$ cat config.mk
export PLATFORM = sky130hd
export DESIGN_NAME = fsm_input_conditioner
export DESIGN_NICKNAME = d
export VERILOG_FILES = /design/src/rtl/fsm_input_conditioner.sv
export SDC_FILE = /design/constraint.sdc
export NUM_CORES = 1
export LEC_CHECK = 0
export CORE_ASPECT_RATIO = 0.6
export CORE_MARGIN = 8
export CORE_UTILIZATION = 27
export CTS_CLUSTER_SIZE = 16
export DETAILED_ROUTE_END_ITERATION = 8
export PLACE_DENSITY_LB_ADDON = 0.25
export SLEW_MARGIN = 20
export SYNTH_ARGS = -nofsm -noshare
export SYNTH_HDL_FRONTEND = slang
export SYNTH_SLANG_ARGS = --single-unit
$ cat constraint.sdc
create_clock -name CLOCK_50 -period 3.6 [get_ports CLOCK_50]
set_clock_uncertainty 0.15 [all_clocks]
set_input_delay 0.54 -clock CLOCK_50 [delete_from_list [all_inputs] [get_ports CLOCK_50]]
set_output_delay 0.54 -clock CLOCK_50 [all_outputs]
set_load 0.02 [all_outputs]
$ cat src/rtl/fsm_input_conditioner.sv
// Synchronizes and debounces KEY0/SW[4:0] and emits one step strobe per press.
// Define FSM_INPUT_AUTOREPEAT_EN to add timed auto-repeat steps while KEY0 is held.
module fsm_input_conditioner #(
    parameter int DEBOUNCE_CYCLES = 500000,
    parameter int REPEAT_DELAY    = 25000000,
    parameter int REPEAT_PERIOD   = 5000000
) (
    input  logic       CLOCK_50,
    input  logic       KEY1,
    input  logic       KEY0,
    input  logic [4:0] SW,
    output logic       step,
    output logic [4:0] sw_cmd,
    output logic [4:0] sw_live,
    output logic       key_held,
    output logic [7:0] press_cnt
);

    localparam int NIN = 6;
    localparam int CW  = $clog2(DEBOUNCE_CYCLES);
    localparam logic [CW-1:0] CNT_LAST = CW'(DEBOUNCE_CYCLES - 1);
    // Bit 5 is the key (idle high); bits 4:0 are the switches (idle low).
    localparam logic [NIN-1:0] RST_LVL = 6'b100000;

`ifdef FSM_INPUT_AUTOREPEAT_EN
    localparam int TMAX = (REPEAT_DELAY > REPEAT_PERIOD) ? REPEAT_DELAY
                                                         : REPEAT_PERIOD;
    localparam int TW   = $clog2(TMAX + 1);
    localparam logic [TW-1:0] DLY_LAST = TW'(REPEAT_DELAY - 1);
    localparam logic [TW-1:0] PER_LAST = TW'(REPEAT_PERIOD - 1);

    typedef enum logic [1:0] {
        IDLE,
        HELD,
        REPEAT
    } state_e;

    logic [TW-1:0] tmr_q, tmr_d;
`else
    typedef enum logic [0:0] {
        IDLE,
        HELD
    } state_e;
`endif

    logic [NIN-1:0] raw;
    logic [NIN-1:0] s1_q, s2_q;
    logic [NIN-1:0] deb_q, deb_d;
    logic [CW-1:0]  cnt_q [NIN];
    logic [CW-1:0]  cnt_d [NIN];

    state_e     state_q, state_d;
    logic       step_q, step_d;
    logic [4:0] sw_cmd_q, sw_cmd_d;
    logic [7:0] press_q, press_d;
    logic       deb_key;

    assign raw = {KEY0, SW};

    always_ff @(posedge CLOCK_50 or negedge KEY1) begin
        if (!KEY1) begin
            s1_q  <= RST_LVL;
            s2_q  <= RST_LVL;
            deb_q <= RST_LVL;
            for (int i = 0; i < NIN; i++) begin
                cnt_q[i] <= '0;
            end
        end else begin
            s1_q  <= raw;
            s2_q  <= s1_q;
            deb_q <= deb_d;
            for (int i = 0; i < NIN; i++) begin
                cnt_q[i] <= cnt_d[i];
            end
        end
    end

    // Counter only advances while the synced input disagrees with the
    // debounced level; any agreement restarts the stability window.
    always_comb begin
        deb_d = deb_q;
        for (int i = 0; i < NIN; i++) begin
            cnt_d[i] = '0;
            if (s2_q[i] == deb_q[i]) begin
                cnt_d[i] = '0;
            end else if (cnt_q[i] == CNT_LAST) begin
                deb_d[i] = s2_q[i];
                cnt_d[i] = '0;
            end else begin
                cnt_d[i] = cnt_q[i] + 1'b1;
            end
        end
    end

    assign deb_key  = deb_q[5];
    assign sw_live  = deb_q[4:0];
    assign key_held = ~deb_key;

    always_ff @(posedge CLOCK_50 or negedge KEY1) begin
        if (!KEY1) begin
            state_q  <= IDLE;
            step_q   <= 1'b0;
            sw_cmd_q <= '0;
            press_q  <= '0;
`ifdef FSM_INPUT_AUTOREPEAT_EN
            tmr_q    <= '0;
`endif
        end else begin
            state_q  <= state_d;
            step_q   <= step_d;
            sw_cmd_q <= sw_cmd_d;
            press_q  <= press_d;
`ifdef FSM_INPUT_AUTOREPEAT_EN
            tmr_q    <= tmr_d;
`endif
        end
    end

    always_comb begin
        state_d  = state_q;
        step_d   = 1'b0;
        sw_cmd_d = sw_cmd_q;
        press_d  = press_q;
`ifdef FSM_INPUT_AUTOREPEAT_EN
        tmr_d    = '0;
`endif
        unique case (state_q)
            IDLE: begin
                if (!deb_key) begin
                    step_d  = 1'b1;
                    state_d = HELD;
                end
            end
            HELD: begin
                if (deb_key) begin
                    state_d = IDLE;
`ifdef FSM_INPUT_AUTOREPEAT_EN
                end else if (tmr_q == DLY_LAST) begin
                    step_d  = 1'b1;
                    state_d = REPEAT;
                end else begin
                    tmr_d = tmr_q + 1'b1;
`endif
                end
            end
`ifdef FSM_INPUT_AUTOREPEAT_EN
            REPEAT: begin
                if (deb_key) begin
                    state_d = IDLE;
                end else if (tmr_q == PER_LAST) begin
                    step_d = 1'b1;
                end else begin
                    tmr_d = tmr_q + 1'b1;
                end
            end
`endif
            default: begin
                state_d = IDLE;
            end
        endcase
        // Latch the pre-edge debounced switches, even if one flips this edge.
        if (step_d) begin
            sw_cmd_d = sw_live;
            press_d  = press_q + 8'd1;
        end
    end

    assign step      = step_q;
    assign sw_cmd    = sw_cmd_q;
    assign press_cnt = press_q;

endmodule

==> flow_summary.json <==
{
  "post_drt_wl_per_cell_um": 13.8,
  "vias_per_cell": 4.54,
  "critPathLaunchType": "flip-flop",
  "grt_use_met3_pct": 3.27,
  "use_met2_pct": 12.2,
  "wl_um": 14100,
  "fin_crit_sh_pct": 64.6,
  "rsz0062_at_grt": "false",
  "finalSetupViolCount": 0,
  "worstSetupEndpointType": "flip-flop",
  "min_period_ps": 2330,
  "core-area_um2": 25100,
  "reg2reg_depth": 4,
  "crit_fanout": 18,
  "synth-seq-cells": 147,
  "hold_viol_final": 0,
  "antenna_found_initial": 0,
  "dieArea_um2": 30700,
  "globalplace.congestion": 0.758,
  "grt_pass1_vias": 4489,
  "max-cap-violations": 0,
  "required_ps": 3720,
  "cp.arrival_ps": 2450,
  "row_count": 45,
  "gr-usage-all-layers_pct": 9.53,
  "drcViolationCount": 0,
  "yosysUniqueCellTypes": 42,
  "root_buffer": "clkbuf_16",
  "drive_gt1_share_pct": 9.21,
  "max-vdd-ir-drop_mv": 0.284,
  "syn_to_final_growth_pct": 18.3,
  "worstMarginPinSlew_ps": 761,
  "power.density_nw_per_um2": 450,
  "initial_core_util_pct": 27.2,
  "synth_cells": 651,
  "dr_total_vias": 4652,
  "ant_nets": 0,
  "p_leak_nw": 3.25,
  "seq_area_frac_synth_pct": 54.1,
  "hp-class": "primary input to asynchronous set/reset pin",
  "met1_usage_pct": 14.6,
  "dr.pass1.iters": 4,
  "status": "finished clean",
  "overflow": 0,
  "slew_headroom_pct": 49.1,
  "io_pins": 28,
  "first_iter_violations": 353,
  "tns_ps": 0,
  "io_buffers": 27,
  "grt-busiest-layer": "met1",
  "path_clk_slew_ps": 60,
  "numClockSinks": 147,
  "synthArstFlopShare_pct": 100,
  "ctsLongestPathBuffers": 2,
  "antenna_cells": 0,
  "cts_tree": "yes",
  "syn-num-nets": 666,
  "grt_max_degree": 80,
  "cts_buffers": 17,
  "slew_viol_final": 0,
  "synth_area_um2": 6810,
  "worstSkewPairLatency_ps": 420,
  "synth-edff-count": 0,
  "postCtsSetupRepairBufs": 0,
  "grt_pass1_wl_um": 23900,
  "ys.flop_type": "dfrtp_1",
  "critPathKind": "flip-flop to flip-flop",
  "finish.net_count": 697,
  "dieHeight_um": 139,
  "die_w_um": 221,
  "syn_avg_cell_area_um2": 10.5,
  "cts_max_level": 4,
  "fmax_ghz": 0.430,
  "dpl.hpwl_um": 9610,
  "cts_resized": 0,
  "p_total_mw": 3.62,
  "holdBufCountCts": 0,
  "synth-warning-count": 0
}
==> cell type report <==
class | count | area, um^2
clock buffer | 20 | 447
multi-input combinational | 469 | 2970
inverter | 12 | 45.0
clock inverter | 12 | 155
sequential | 147 | 3680
timing repair buffer | 35 | 344
tap | 329 | 412
fill | 2522 | 17000
==> kinds of logic (layout without fill, tap and decap cells) <==
logic type               count (synthesis)  after routing  share of synthesized area, %
buffers and inverters                   35             79                          2.31
adder cells (fa/ha/maj)                  7              7                          1.29
AO/OA/AOI/OAI                           62             62                          5.42
flip-flops                             147            147                          54.1
multiplexers                            12             12                          1.98
AND/OR/NAND/NOR                        301            301                          23.8
XOR/XNOR                                87             87                          11.2
==> worst max-delay path, stage by stage, from the launching register on <==
cell	delay (ps)
dfrtp_1	410
nand3_1	130
or4b_2	710
o31ai_4	650
nor2_1	130
==> sequential cells by signal, indices dropped and copies added (netlist names) <==
register / cells
s2_q: 6
step: 1
deb_q: 6
state_q: 1
cnt_q: 114
s1_q: 6
sw_cmd: 5
press_cnt: 8
==> stage by stage <==
stage / instances / setup slack (ps) / utilization [%] / hold slack [ps] / area [um^2]
3_3_place_gp: 992 / 1280 / 29.8 / 184 / 7450
6_report: 1024 / 1270 / 32.2 / 7.55 / 8060
2_1_floorplan: 651 / 1520 / - / 94.4 / 6810
5_1_grt: 1024 / 1080 / 32.2 / 60.0 / 8060
4_1_cts: 1024 / 1240 / 32.2 / 35.1 / 8060
3_5_place_dp: 992 / 1280 / 29.8 / 186 / 7450
==> power by group <==
part	total, mW	switching [mW]	internal, mW
Combinational	0.103	0.0714	0.0320
Sequential	1.70	0.0206	1.68
Clock	1.82	0.712	1.11
==> path summary, 6_finish.rpt <==
kind	start	end	slack [ps]
max in group asynchronous	KEY1	cnt_q[69]$_DFF_PN0_	2480
worst min-delay path	KEY1	cnt_q[111]$_DFF_PN0_	8
min in group CLOCK_50	s1_q[2]$_DFF_PN0_	s2_q[2]$_DFF_PN0_	200
worst min register to register	s1_q[2]$_DFF_PN0_	s2_q[2]$_DFF_PN0_	200
worst max-delay path	cnt_q[72]$_DFF_PN0_	cnt_q[67]$_DFF_PN0_	1270
worst max register to register	cnt_q[72]$_DFF_PN0_	cnt_q[67]$_DFF_PN0_	1270
==> synth_stat cells (3+ instances only) <==
library cell / count / area, um^2
nand2_1: 40 / 150
or3_1: 16 / 100
and2_1: 7 / 43.8
buf_4: 6 / 45.0
nor3_1: 10 / 50.1
nor4bb_1: 4 / 40.0
mux2_2: 12 / 135
xor2_1: 49 / 429
nor2_1: 94 / 353
o21ai_0: 16 / 80.1
dfstp_2: 3 / 78.8
o21ai_1: 4 / 20.0
nor4b_1: 4 / 35.0
buf_2: 3 / 15.0
xnor2_1: 38 / 333
dfrtp_1: 144 / 3600
clkbuf_1: 14 / 52.6
and4_1: 16 / 140
a21oi_1: 26 / 130
inv_1: 12 / 45.0
nand3_1: 24 / 120
or4_1: 11 / 82.6
nor4_1: 9 / 56.3
ha_1: 7 / 87.6
and3_1: 13 / 81.3
o31ai_1: 10 / 75.1
nand4_1: 44 / 275
==> routing by layer <==
| metal | wire, um | part of all wire, % |
|---|---|---|
| met4 | 120 | 0.85 |
| met1 | 7930 | 56 |
| met2 | 5510 | 39 |
| met5 | 0 | 0 |
| met3 | 539 | 3.8 |
==> layout by cell type (no fill, tap or decap), drive strengths merged, types with 4 or more instances in the layout <==
cell type and instances:
clkbuf 20, nor4 9, inv 14, and4 16, or4 12, dfrtp 144
xor2 49, xnor2 38, nand3 25, buf 9, nor4b 4, nand2 40
ha 7, nand4 45, or3 16, nor3 10, a21oi 27, mux2 12
o21ai 20, clkinvlp 5, o31ai 11, clkdlybuf4s50 26, nor2 94, and3 13
nor4bb 4, and2 7
Note: power is estimated with default switching activity, not from simulation.
